[src/rtl/neo_dot_lbwriter_if.sv]
// Dot interface between the graphics mux and the line-buffer writer, plus the write side.
// Latency: none, this is wiring only.
// Backpressure: none. The mux streams pairs unconditionally once LOAD has been seen.
interface neo_dot_lbwriter_if;
    // mux -> writer: burst start strobe, attributes and per-cycle pixel pair
    logic        LOAD;
    logic [7:0]  PAL;
    logic [8:0]  XPOS;
    logic [3:0]  GAD;
    logic [3:0]  GBD;
    logic        DOTA;
    logic        DOTB;

    // writer -> line buffer: registered write strobes, addresses and data
    logic        WE_A;
    logic        WE_B;
    logic [8:0]  ADDR_A;
    logic [8:0]  ADDR_B;
    logic [11:0] DATA_A;
    logic [11:0] DATA_B;
    logic        BUSY;
    logic        DONE;

    // Driver side: the mux model, which also observes the write outputs
    modport master (
        output LOAD, PAL, XPOS, GAD, GBD, DOTA, DOTB,
        input  WE_A, WE_B, ADDR_A, ADDR_B, DATA_A, DATA_B, BUSY, DONE
    );

    // Writer side
    modport slave (
        input  LOAD, PAL, XPOS, GAD, GBD, DOTA, DOTB,
        output WE_A, WE_B, ADDR_A, ADDR_B, DATA_A, DATA_B, BUSY, DONE
    );
endinterface

[src/rtl/neo_dot_lbwriter.sv]
// Sprite line-buffer writer: turns the mux pixel-pair stream into palette-tagged writes.
// Latency: a pair consumed in cycle n produces its write strobes, address and data in cycle n+1.
// Backpressure: none. Every RUN cycle consumes one pair, and a LOAD during RUN truncates the burst.
module neo_dot_lbwriter #(
    parameter int VIS_W = 320,   // visible line width; addresses at or above it are never written
    parameter int BURST = 4      // pixel-pair cycles per LOAD
) (
    input  logic             CLK_12M,
    input  logic             nRESET,
    neo_dot_lbwriter_if.slave dot
);

    // Counter width is guarded so a degenerate BURST of 1 still gives a legal vector
    localparam int            CW      = (BURST > 1) ? $clog2(BURST) : 1;
    localparam logic [CW-1:0] CNT_END = CW'(BURST - 1);
    // Compared at 10 bits so that a VIS_W of 512 still fits and lets every address through
    localparam logic [9:0]    VIS_LIM = 10'(VIS_W);

    typedef enum logic {
        IDLE = 1'b0,
        RUN  = 1'b1
    } state_t;

    state_t        state_q, state_d;
    logic [CW-1:0] cnt_q,   cnt_d;
    logic [7:0]    pal_q,   pal_d;
    logic [8:0]    x_q,     x_d;

    logic          we_a_q,   we_a_d;
    logic          we_b_q,   we_b_d;
    logic [8:0]    addr_a_q, addr_a_d;
    logic [8:0]    addr_b_q, addr_b_d;
    logic [11:0]   data_a_q, data_a_d;
    logic [11:0]   data_b_q, data_b_d;
    logic          done_q,   done_d;

    logic [8:0]    pair_off;
    logic [8:0]    addr_a;
    logic [8:0]    addr_b;
    logic          vis_a;
    logic          vis_b;
    logic          last_pair;

    // Addresses for the pair consumed this cycle. 9-bit sums wrap mod 512 by construction.
    // A wrapped low address is an ordinary on-screen pixel and gets written.
    always_comb begin
        pair_off  = 9'({cnt_q, 1'b0});
        addr_a    = x_q + pair_off;
        addr_b    = addr_a + 9'd1;
        vis_a     = ({1'b0, addr_a} < VIS_LIM);
        vis_b     = ({1'b0, addr_b} < VIS_LIM);
        last_pair = (cnt_q == CNT_END);
    end

    // Next-state and next-output logic. When no pair is consumed, addr/data hold their values.
    always_comb begin
        state_d  = state_q;
        cnt_d    = cnt_q;
        pal_d    = pal_q;
        x_d      = x_q;
        we_a_d   = 1'b0;
        we_b_d   = 1'b0;
        done_d   = 1'b0;
        addr_a_d = addr_a_q;
        addr_b_d = addr_b_q;
        data_a_d = data_a_q;
        data_b_d = data_b_q;

        case (state_q)
            IDLE: begin
                if (dot.LOAD) begin
                    pal_d   = dot.PAL;
                    x_d     = dot.XPOS;
                    cnt_d   = '0;
                    state_d = RUN;
                end
            end

            RUN: begin
                // The pair on the bus this cycle belongs to the current burst, even if
                // a LOAD arrives alongside it, so it is written with the old attributes.
                we_a_d   = dot.DOTA & vis_a;
                we_b_d   = dot.DOTB & vis_b;
                addr_a_d = addr_a;
                addr_b_d = addr_b;
                data_a_d = {pal_q, dot.GAD};
                data_b_d = {pal_q, dot.GBD};
                cnt_d    = cnt_q + CW'(1);

                // DONE marks only bursts that ran their full length. A truncated
                // burst never reaches its final pair, so it gets no DONE.
                if (last_pair) begin
                    done_d  = 1'b1;
                    cnt_d   = '0;
                    state_d = IDLE;
                end

                // A new LOAD restarts the burst. In the final pair cycle this makes
                // the next burst follow with no idle gap.
                if (dot.LOAD) begin
                    pal_d   = dot.PAL;
                    x_d     = dot.XPOS;
                    cnt_d   = '0;
                    state_d = RUN;
                end
            end

            default: begin
                state_d = IDLE;
                cnt_d   = '0;
            end
        endcase
    end

    // State and output registers. Reset clears everything at once, even mid-burst.
    always_ff @(posedge CLK_12M or negedge nRESET) begin
        if (!nRESET) begin
            state_q  <= IDLE;
            cnt_q    <= '0;
            pal_q    <= '0;
            x_q      <= '0;
            we_a_q   <= 1'b0;
            we_b_q   <= 1'b0;
            addr_a_q <= '0;
            addr_b_q <= '0;
            data_a_q <= '0;
            data_b_q <= '0;
            done_q   <= 1'b0;
        end else begin
            state_q  <= state_d;
            cnt_q    <= cnt_d;
            pal_q    <= pal_d;
            x_q      <= x_d;
            we_a_q   <= we_a_d;
            we_b_q   <= we_b_d;
            addr_a_q <= addr_a_d;
            addr_b_q <= addr_b_d;
            data_a_q <= data_a_d;
            data_b_q <= data_b_d;
            done_q   <= done_d;
        end
    end

    // Drive the outputs. BUSY comes straight from the state register, so it is
    // glitch-free and falls to 0 as soon as reset is asserted.
    always_comb begin
        dot.WE_A   = we_a_q;
        dot.WE_B   = we_b_q;
        dot.ADDR_A = addr_a_q;
        dot.ADDR_B = addr_b_q;
        dot.DATA_A = data_a_q;
        dot.DATA_B = data_b_q;
        dot.DONE   = done_q;
        dot.BUSY   = (state_q == RUN);
    end

endmodule

[src/flat_wrapper.sv]
// flat-port wrapper written by rule: the top's interface ports become plain ports
module neo_dot_lbwriter_flat 
#(
    parameter int VIS_W = 320,                                                                    
    parameter int BURST = 4                                   
)
  (CLK_12M, nRESET, dot_LOAD, dot_PAL, dot_XPOS, dot_GAD, dot_GBD, dot_DOTA, dot_DOTB, dot_WE_A, dot_WE_B, dot_ADDR_A, dot_ADDR_B, dot_DATA_A, dot_DATA_B, dot_BUSY, dot_DONE);
  neo_dot_lbwriter_if dot_i ();
  input  logic CLK_12M;
  input  logic nRESET;
  input wire logic [$bits(dot_i.LOAD)-1:0] dot_LOAD;
  input wire logic [$bits(dot_i.PAL)-1:0] dot_PAL;
  input wire logic [$bits(dot_i.XPOS)-1:0] dot_XPOS;
  input wire logic [$bits(dot_i.GAD)-1:0] dot_GAD;
  input wire logic [$bits(dot_i.GBD)-1:0] dot_GBD;
  input wire logic [$bits(dot_i.DOTA)-1:0] dot_DOTA;
  input wire logic [$bits(dot_i.DOTB)-1:0] dot_DOTB;
  output wire logic [$bits(dot_i.WE_A)-1:0] dot_WE_A;
  output wire logic [$bits(dot_i.WE_B)-1:0] dot_WE_B;
  output wire logic [$bits(dot_i.ADDR_A)-1:0] dot_ADDR_A;
  output wire logic [$bits(dot_i.ADDR_B)-1:0] dot_ADDR_B;
  output wire logic [$bits(dot_i.DATA_A)-1:0] dot_DATA_A;
  output wire logic [$bits(dot_i.DATA_B)-1:0] dot_DATA_B;
  output wire logic [$bits(dot_i.BUSY)-1:0] dot_BUSY;
  output wire logic [$bits(dot_i.DONE)-1:0] dot_DONE;
  assign dot_i.LOAD = dot_LOAD;
  assign dot_i.PAL = dot_PAL;
  assign dot_i.XPOS = dot_XPOS;
  assign dot_i.GAD = dot_GAD;
  assign dot_i.GBD = dot_GBD;
  assign dot_i.DOTA = dot_DOTA;
  assign dot_i.DOTB = dot_DOTB;
  assign dot_WE_A = dot_i.WE_A;
  assign dot_WE_B = dot_i.WE_B;
  assign dot_ADDR_A = dot_i.ADDR_A;
  assign dot_ADDR_B = dot_i.ADDR_B;
  assign dot_DATA_A = dot_i.DATA_A;
  assign dot_DATA_B = dot_i.DATA_B;
  assign dot_BUSY = dot_i.BUSY;
  assign dot_DONE = dot_i.DONE;
  neo_dot_lbwriter #(.VIS_W(VIS_W), .BURST(BURST)) u_core (.CLK_12M(CLK_12M), .nRESET(nRESET), .dot(dot_i));
endmodule
[config.mk]
export PLATFORM = sky130hd
export DESIGN_NAME = neo_dot_lbwriter_flat
export DESIGN_NICKNAME = d
export VERILOG_FILES = /design/src/rtl/neo_dot_lbwriter_if.sv /design/src/rtl/neo_dot_lbwriter.sv /design/src/flat_wrapper.sv
export SDC_FILE = /design/constraint.sdc
export NUM_CORES = 1
export LEC_CHECK = 0
export BUFFER_PORTS_ARGS = -buffer_cell sky130_fd_sc_hd__buf_4
export CAP_MARGIN = 10
export CORE_MARGIN = 2
export CORE_UTILIZATION = 25
export CTS_CLUSTER_DIAMETER = 80
export DETAILED_ROUTE_END_ITERATION = 10
export PLACE_DENSITY = 0.44
export SETUP_SLACK_MARGIN = 0.05
export SYNTH_ARGS = -nofsm -noshare
export SYNTH_HDL_FRONTEND = slang
export SYNTH_SLANG_ARGS = --single-unit
[constraint.sdc]
create_clock -name CLK_12M -period 4.2 [get_ports CLK_12M]
set_clock_uncertainty 0.15 [all_clocks]
set_input_delay 0 -clock CLK_12M [delete_from_list [all_inputs] [get_ports CLK_12M]]
set_output_delay 0 -clock CLK_12M [all_outputs]
set_load 0.01 [all_outputs]
# After elaboration in Yosys (flattened, before gate mapping)

Index checks and enable logic that the tools add are counted.

Register bits: 65
Bits of input ports: 30
Output and inout port bits: 46
Word-level logic and storage cells: 35

Add/sub/neg operators: 3
Magnitude comparators: 2
Equal/unequal tests: 2
Multiplexer cells: 14
Bitwise gates (word level): 3

Operators by type and width:

| operator              | count |
|---|---|
| $lt A9 B9 Y1 const B  | 2 |
| $add A9 B1 Y9 const B | 1 |
| $add A9 B3 Y9         | 1 |
| $mux W9               | 1 |
| $mux W8               | 1 |
| $mux W1               | 7 |
| $mux W2               | 3 |
| $pmux W2 S2           | 1 |
| $add A2 B1 Y2 const B | 1 |
| $and A1 B1 Y1         | 2 |
| $eq A2 B2 Y1 const B  | 1 |
| $ne A2 B2 Y1 const B  | 1 |
| $pmux W1 S2           | 1 |
| $not A1 Y1            | 1 |

# Depth between registers and ports, before layout

Gate-level depths: netlist of run 1.

Depth after elaboration: 5
Depth in mapped cells: 9
Gate-level depth less buffers: 8

# Worst setup path before layout of run 1

No wires, ideal clock.

Path type: reg-to-reg
From: register u_core.cnt_q[0]
To: register u_core.addr_b_q[8] (netlist: u_core.dot.ADDR_B[8])
Library setup time: 0.125 ns
Arrival: 2.053 ns
Data required time: 3.925 ns
Setup slack: 1.871 ns
Cell stages (with the launch flop): 9
Buffers on the path: 1
Period minus slack after synthesis: 2.329 ns
Cells stage by stage: dfrtp_1 -> ha_1 -> fa_1 -> buf_2 -> and4b_1 -> a21oi_1 -> nor4_2 -> xnor2_1 -> mux2_4

Word-level cells in the longest chain between the ends: 2

Ends and longest elaborated chain:

| element                  | RTL line                | source |
|---|---|---|
| start: declaration       | neo_dot_lbwriter.sv:25  | `logic [CW-1:0] cnt_q, cnt_d;` |
| start signal: assignment | neo_dot_lbwriter.sv:131 | `cnt_q <= cnt_d;` |
| $add A9 B3 Y9            | neo_dot_lbwriter.sv:48  | `addr_a = x_q + pair_off;` |
| $add A9 B1 Y9            | neo_dot_lbwriter.sv:49  | `addr_b = addr_a + 9'd1;` |
| end signal: assignment   | neo_dot_lbwriter.sv:137 | `addr_b_q <= addr_b_d;` |
| end: declaration         | neo_dot_lbwriter.sv:32  | `logic [8:0] addr_b_q, addr_b_d;` |

Every way passes these cells.
A chain may end at the register's enable or synchronous reset.

# Worst setup path after layout of run 1

Same ends and word-level chain as after synthesis.

==> metrics.txt, run 1 <==
Die ar. 10900 µm²; Final Setup Violations 0; nets 335; cell taking the most area after synthesis dfrtp_1; # IOs 76; Leak 1.65 nW; final core occ 37.4%; number of max-cap violations 0; most common cell in the synthesized netlist dfrtp_1; Post-synth EDFFs 0; Final Max Slew Viols 0; proportion of layout cells with a drive suffix above 1 43.6%; chip width 104 µm; TritonCTS clock tree done; core area 9770 µm²; Detailed Route WL 5520 µm; Routed WL per cell 12.7 µm; Hold Fails Final Rpt 0; final hold slack 0.136 ns; clk sinks 57; synth warn 0; top_reg_cell synth dfrtp_1; drt pass-1 iters 4; HPWL Detailed 3620 µm; Slew @ Worst Pin 0.972 ns; GPL Wtd Cong 0.677; Cell variety after synth 32; unrepaired setup endpoints after global routing false; data required time of the critical path 4.26 ns; post-CTS setup buffers 0; largest net degree at the start of global routing 58; CP Class reg2reg; Synth Instances 198; Worst-path clk slew 0.06 ns; remaining global-route overflow 0; clock buffer count from CTS 9; initial antenna violation count 0; maximum fanout along the worst path 8; Max-Slew Margin vs Limit 35.2%; Initial Utilization 25.8%; Synth area leaders dfrtp_1, mux2_2, buf_4; worst endpoint data arrival time 2.56 ns; CTS Hold Bufs 34; cell area after synthesis 2520 µm²; outcome finished, final reports clean; Avg Inst Size Synth 12.8 µm²; Setup crit end kind flop; buffers added on ports 75; Commonest cells post-synth dfrtp_1, mux2_2, a21oi_1; Max clock buf depth 2; gr usage total 10.8%; routed vias/inst 4.12; Yosys reg bits 57; CTS root buf clkbuf_8; Area growth syn-to-layout 44.6%; PD cells 454 nW/µm²; HP Class in2async; DRT iter0 DRCs 42; startpoint types flop; via count 1795; die span in y 104 µm; final worst path period share 59.5%; minimum clock period 2.50 ns; row count 36; DRC Markers 0; Routed Antenna Nets 0; sequential cell area fraction in the yosys report 56.5%; first-pass GRT wire length 9110 µm; Clk Latency, worst-skew pair 0.33 ns; Fin Setup TNS 0 ns; Worst IR Drop VDD 0.000127 V; Net Count, Synth 233; # diodes 0; number of global-route vias before repair 1834; fraction of registers with async set/reset 100%; fmax 0.400 GHz; PostCTS Resize Cnt 0; H-Tree Depth 3; top-area cell type share of the netlist area 56.5%
==> cell families after synthesis <==
family	share of synthesized area, %
multiplexers	18.4
AO/OA/AOI/OAI	5.80
flip-flops	56.5
adder cells (fa/ha/maj)	2.78
XOR/XNOR	4.46
AND/OR/NAND/NOR	7.58
buffers and inverters	4.51
==> critical path, cell delays in order (launching register included) <==
cell and delay (ns):
dfrtp_1 0.41, ha_1 0.23, fa_1 0.52, and4b_1 0.26, a21oi_1 0.32, nor4_2 0.08
xnor2_1 0.15, mux2_4 0.26
==> cell usage in the layout (no fill, tap or decap), drive strengths merged, types with 4 or more instances in the layout <==
cell,netlist,layout
a21oi,14,14
buf,11,75
clkbuf,7,14
dfrtp,57,57
dlygate4sd3,0,34
ha,4,4
mux2,40,40
nand2,9,9
nand3,4,4
nor2,14,14
o21ai,4,4
xnor2,8,8
xor2,4,4
==> state kept, by name, indices dropped and copies added, names as in the netlist <==
signal and count:
u_core.dot.DATA_B 4, u_core.dot.BUSY 1, u_core.x_q 9, u_core.dot.DATA_A 12, u_core.dot.ADDR_B 9, u_core.cnt_q 2, u_core.dot.ADDR_A 9, u_core.dot.WE_B 1
u_core.dot.DONE 1, u_core.dot.WE_A 1, u_core.pal_q 8
==> where the power goes <==
group	switching (W)	internal, W
sequential	0.0000913	0.000650
combinational	0.000201	0.000277
clock	0.000199	0.000241
total	0.000491	0.00117
==> metrics by stage <==
step	instance area (µm²)	std cells	power, W	worst slack (ns)
2_1_floorplan	2520	198	0.000997	1.87
4_1_cts	3650	436	0.00169	1.70
3_3_place_gp	3150	388	0.00121	1.73
5_1_grt	3650	436	0.00177	1.56
6_report	3650	436	0.00166	1.70
3_5_place_dp	3150	388	0.00121	1.71
==> worst paths after layout <==
check | startpoint | endpoint | slack [ns] | depth (start not counted)
hold / removal | nRESET | u_core.x_q[6] | 0.14 | 2
max in group asynchronous | nRESET | u_core.dot.BUSY | 3.25 | 2
hold reg to reg | u_core.dot.ADDR_B[6] | u_core.dot.ADDR_B[6] | 0.33 | 1
setup reg to reg | u_core.cnt_q[0] | u_core.dot.ADDR_B[8] | 1.70 | 7
min in group CLK_12M | dot_GBD[1] | u_core.dot.DATA_B[1] | 0.30 | 3
setup / recovery | u_core.cnt_q[0] | u_core.dot.ADDR_B[8] | 1.70 | 7
==> metal layers <==
metal | up-vias | routed length (µm) | GRT usage (%)
met5 | - | 0 | 0
met4 | 0 | 127 | 6.66
met3 | 9 | 279 | 2.76
met2 | 49 | 2460 | 16.0
met1 | 847 | 2650 | 14.0
li1 | 890 | - | -
==> final cells by class <==
type / instances / area [µm²]
timing repair buffer: 109 / 903
multi-input combinational: 121 / 985
tap: 133 / 166
clock buffer: 14 / 163
fill: 975 / 6120
inverter: 2 / 7.51
sequential: 57 / 1430
No activity file was read; power rests on OpenSTA's default activity.
==> run 2: changes to the inputs <==
--- a/config.mk
+++ b/config.mk
@@ -11,7 +11,7 @@
 export CORE_UTILIZATION = 25
 export CTS_CLUSTER_DIAMETER = 80
 export DETAILED_ROUTE_END_ITERATION = 10
-export PLACE_DENSITY = 0.44
+export PLACE_DENSITY = 0.45
 export SETUP_SLACK_MARGIN = 0.05
 export SYNTH_ARGS = -nofsm -noshare
 export SYNTH_HDL_FRONTEND = slang
==> constraint.sdc (replaced) <==
create_clock -name CLK_12M -period 2.27 [get_ports CLK_12M]
set_clock_uncertainty 0.15 [all_clocks]
set_input_delay 0 -clock CLK_12M [delete_from_list [all_inputs] [get_ports CLK_12M]]
set_output_delay 0 -clock CLK_12M [all_outputs]
set_load 0.01 [all_outputs]
==> run 2 against run 1 <==
Net effect: the run now ends with setup timing left; fmax increased by 8.9%; first-iteration DRC count up 57%; sequential power grew 84%; via count grew 6.5%; routed wire length up 5.6%; largest cell class unchanged; largest power group unchanged.
==> metrics.txt, run 2 (synthesized netlist as in run 1, its figures left out) <==
outcome finished with violations; failing checks setup timing; routed wl met3 246 µm; core area 9770 µm²; Initial Utilization 25.8%; buffers added on ports 75; DRT iter0 DRCs 66; number of global-route vias before repair 2003; HP Class in2async; Detailed Route WL 5830 µm; unrepaired setup endpoints after global routing true; TritonCTS clock tree done; Clk Latency, worst-skew pair 0.32 ns; die span in y 104 µm; maximum fanout along the worst path 4; reg2reg start u_core.x_q[1]; Final Total Pwr 0.00324 W; Max-Slew Margin vs Limit 50.8%; Final Max Slew Viols 0; worst endpoint data arrival time 2.36 ns; first-pass GRT wire length 9790 µm; final worst path period share 101%; DRC Markers 0; initial antenna violation count 0; clk sinks 57; PD cells 816 nW/µm²; Slew @ Worst Pin 0.738 ns; routed length on met1 2810 µm; H-Tree Depth 3; WL met2 2660 µm; clock buffer count from CTS 9; routed vias/inst 4.17; fill count 970; startpoint types flop; minimum clock period 2.30 ns; row count 36; commonest non-fill, non-tap cell in the layout buf_4; max reg flops 12; final hold slack 0.134 ns; highest routed layer met4; Routed WL per cell 12.7 µm; Leak 1.79 nW; via count 1912; chip width 104 µm; Final Setup Violations 3; fmax 0.436 GHz; data required time of the critical path 2.34 ns; pre-CTS setup slack -0.0217 ns; Setup crit end kind flop; Fin Setup TNS -0.0409 ns; remaining global-route overflow 0; worst setup margin -0.0250 ns; Worst-path clk slew 0.07 ns; r2r endpoint u_core.dot.ADDR_B[5]; CP Class reg2reg; Max clock buf depth 2; GPL Wtd Cong 0.701; drt pass-1 iters 4; # diodes 0; Die ar. 10900 µm²; r2r setup slk -0.03 ns; HPWL Detailed 3790 µm; post-route cell area 3970 µm²; largest net degree at the start of global routing 58; number of max-cap violations 0; R2R depth 8; most frequent cells in the layout buf_4, dfrtp_1, dlygate4sd3_1; Worst IR Drop VDD 0.000334 V; Area growth syn-to-layout 57.2%; gr usage total 11.3%; proportion of layout cells with a drive suffix above 1 50.6%; Routed Antenna Nets 0; Hold Fails Final Rpt 0; # IOs 76; CTS root buf clkbuf_8; nets 357; DP Area 3260 µm²
-- run 2: repair_timing --
action | in CTS | in global routing
resized for setup | 4 | 19
cloned | 0 | 0
hold buffers | 41 | 0
hold endpoints to repair | 87 | 0
endpoints found under the setup margin | 4 | 7
setup buffers | 1 | 1
pin swaps | 0 | 13
-- run 2: how the worst max path moves through the flow --
stage	start	to	cells after the start
after global placement	u_core.cnt_q[0]	u_core.dot.WE_B	9
after floorplan	u_core.cnt_q[0]	u_core.dot.ADDR_B[8]	9
after detailed placement	u_core.cnt_q[0]	u_core.dot.WE_B	9
after CTS	u_core.cnt_q[0]	u_core.dot.ADDR_B[5]	8
final	u_core.x_q[1]	u_core.dot.ADDR_B[5]	8
after global routing	u_core.x_q[1]	u_core.dot.ADDR_B[5]	8
-- run 2: layer usage --
layer | vias to the layer above | GRT usage, %
met5 | - | 0
met4 | 0 | 6.08
met3 | 9 | 2.19
met1 | 927 | 15.4
li1 | 923 | -
met2 | 53 | 16.9
-- run 2: final cells by class --
type	count	area [µm²]	share of cell area, %
clock buffer	11	141	3.56
timing repair buffer	131	1090	27.5
clock inverter	4	20.0	0.504
sequential	57	1430	36.0
tap	133	166	4.19
multi-input combinational	121	1110	28.1
inverter	2	7.51	0.189
-- run 2: critical path: stages, from the launching register on --
cell and delay [ns]:
dfrtp_1 0.38, ha_2 0.20, fa_2 0.63, and3_4 0.21, o21ai_2 0.05, o21ai_1 0.10
a21oi_2 0.08, xnor2_1 0.13, mux2_4 0.26
-- run 2: through the flow --
| stage | std cells | utilization, % |
|---|---|---|
| after global routing | 459 | 40.6 |
| after global placement | 401 | 33.4 |
| after detailed placement | 401 | 33.4 |
| after CTS | 458 | 39.5 |
| after floorplan | 198 | - |
| final | 459 | 40.6 |
-- run 2: where the power goes --
part / leakage, nW / switching (W) / total (W) / internal, W
clock network: 0.0887 / 0.000393 / 0.000805 / 0.000412
logic: 1.03 / 0.000449 / 0.00107 / 0.000623
registers: 0.667 / 0.000158 / 0.00136 / 0.00120
total: 1.79 / 0.00100 / 0.00324 / 0.00224
==> run 3: changes to the inputs <==
--- a/config.mk
+++ b/config.mk
@@ -12,6 +12,7 @@
 export CTS_CLUSTER_DIAMETER = 80
 export DETAILED_ROUTE_END_ITERATION = 10
 export PLACE_DENSITY = 0.45
+export REMOVE_ABC_BUFFERS = 1
 export SETUP_SLACK_MARGIN = 0.05
 export SYNTH_ARGS = -nofsm -noshare
 export SYNTH_HDL_FRONTEND = slang
==> run 3 against run 2 <==
Net effect: non-clock buffer count decreased by 8; the run still ends with setup timing left; sequential share of layout area increased by 0.56 points; final area decreased by 1.6%; fmax decreased by 0.95%; highest routed layer unchanged.
==> metrics.txt, run 3 (synthesized netlist as in run 1, its figures left out) <==
outcome finished with violations; failing checks setup timing; clock buffer count from CTS 9; TritonCTS clock tree done; data required time of the critical path 2.34 ns; Final Max Slew Viols 0; max reg flops 12; chip width 104 µm; nets 349; DP Area 3250 µm²; Routed Antenna Nets 0; Setup crit end kind flop; startpoint types flop; Leak 1.77 nW; final core occ 40.0%; gr usage total 11.5%; HP Class in2async; Die ar. 10900 µm²; number of global-route vias before repair 2024; Routed WL per cell 13.0 µm; Detailed Route WL 5890 µm; # IOs 76; Worst IR Drop VDD 0.000334 V; fmax 0.432 GHz; # diodes 0; worst endpoint data arrival time 2.39 ns; most frequent cells in the layout buf_4, dfrtp_1, mux2_2; CP Class reg2reg; Final Total Pwr 0.00331 W; Max clock buf depth 2; routed vias/inst 4.14; H-Tree Depth 3; core area 9770 µm²; largest net degree at the start of global routing 58; Area growth syn-to-layout 54.7%; post-route cell area 3910 µm²; DRC Markers 0; number of max-cap violations 0; row count 36; Final Setup Violations 1; PD cells 847 nW/µm²; pre-CTS setup slack -0.110 ns; Clk Latency, worst-skew pair 0.33 ns; unrepaired setup endpoints after global routing true; maximum fanout along the worst path 4; buffers added on ports 75; commonest non-fill, non-tap cell in the layout buf_4; initial antenna violation count 0; Hold Fails Final Rpt 0; clk sinks 57; fill count 962; Max-Slew Margin vs Limit 50.2%; final worst path period share 102%; first-pass GRT wire length 9860 µm; Initial Utilization 25.8%; GPL Wtd Cong 0.710; DRT iter0 DRCs 36; die span in y 104 µm; drt pass-1 iters 4; HPWL Detailed 3730 µm; remaining global-route overflow 0; via count 1872; Slew @ Worst Pin 0.747 ns; minimum clock period 2.32 ns; proportion of layout cells with a drive suffix above 1 51.4%; Worst-path clk slew 0.07 ns; CTS root buf clkbuf_8; worst setup margin -0.0470 ns
-- run 3: path summary, 6_finish.rpt --
| check | to | start | cells after the start | slack (ns) |
|---|---|---|---|---|
| setup reg to reg | u_core.dot.ADDR_B[5] | u_core.x_q[1] | 8 | -0.05 |
| setup / recovery | u_core.dot.ADDR_B[5] | u_core.x_q[1] | 8 | -0.05 |
| min in group CLK_12M | u_core.pal_q[5] | dot_PAL[5] | 3 | 0.29 |
| hold / removal | u_core.dot.ADDR_B[3] | nRESET | 2 | 0.14 |
| max in group asynchronous | u_core.dot.BUSY | nRESET | 2 | 1.29 |
| hold reg to reg | u_core.dot.ADDR_B[7] | u_core.dot.ADDR_B[7] | 1 | 0.33 |
-- run 3: power breakdown --
group	leakage, nW	internal (W)	switching (W)	total [W]
clock	0.102	0.000512	0.000395	0.000907
combinational	0.996	0.000603	0.000458	0.00106
sequential	0.669	0.00120	0.000136	0.00134
-- run 3: what timing repair did --
action                                  in CTS  in global routing
endpoints found under the setup margin       5                  6
hold buffers                                34                  0
buffers inserted                             0                  1
resized for setup                            7                 17
hold endpoints to repair                    87                  0
pin swaps                                   10                 10
-- run 3: cell type report --
| class | instances | area [µm²] | area share (%) |
|---|---|---|---|
| Inverter | 2 | 7.51 | 0.192 |
| Sequential cell | 57 | 1430 | 36.6 |
| Clock buffer | 14 | 183 | 4.68 |
| Multi-Input combinational cell | 121 | 1100 | 28.2 |
| Tap cell | 133 | 166 | 4.26 |
| Timing Repair Buffer | 123 | 1010 | 25.8 |
| Clock inverter | 2 | 10.0 | 0.256 |
-- run 3: stage by stage --
stage          std cells  TNS, ns  hold WS, ns
2_1_floorplan        180  -0.0935       -0.446
3_3_place_gp         401  -0.0410      -0.0253
3_5_place_dp         401   -0.246      -0.0237
4_1_cts              451  -0.0201        0.158
5_1_grt              452   -0.387        0.207
6_report             452  -0.0470        0.135
-- run 3: critical path, stage by stage, from the launching register on --
cell and delay (ns):
dfrtp_1 0.38, ha_2 0.20, fa_2 0.62, and3_4 0.20, o21ai_2 0.05, o21ai_1 0.09
a21oi_1 0.09, xnor2_1 0.15, mux2_4 0.26
-- run 3: metal layers --
metal  wire length (µm)  up-vias  GRT usage, %
met4                 65        0          3.47
met1               2670      898          13.9
li1                   -      917             -
met3                266        5          4.26
met5                  0        -             0
met2               2890       52          18.9
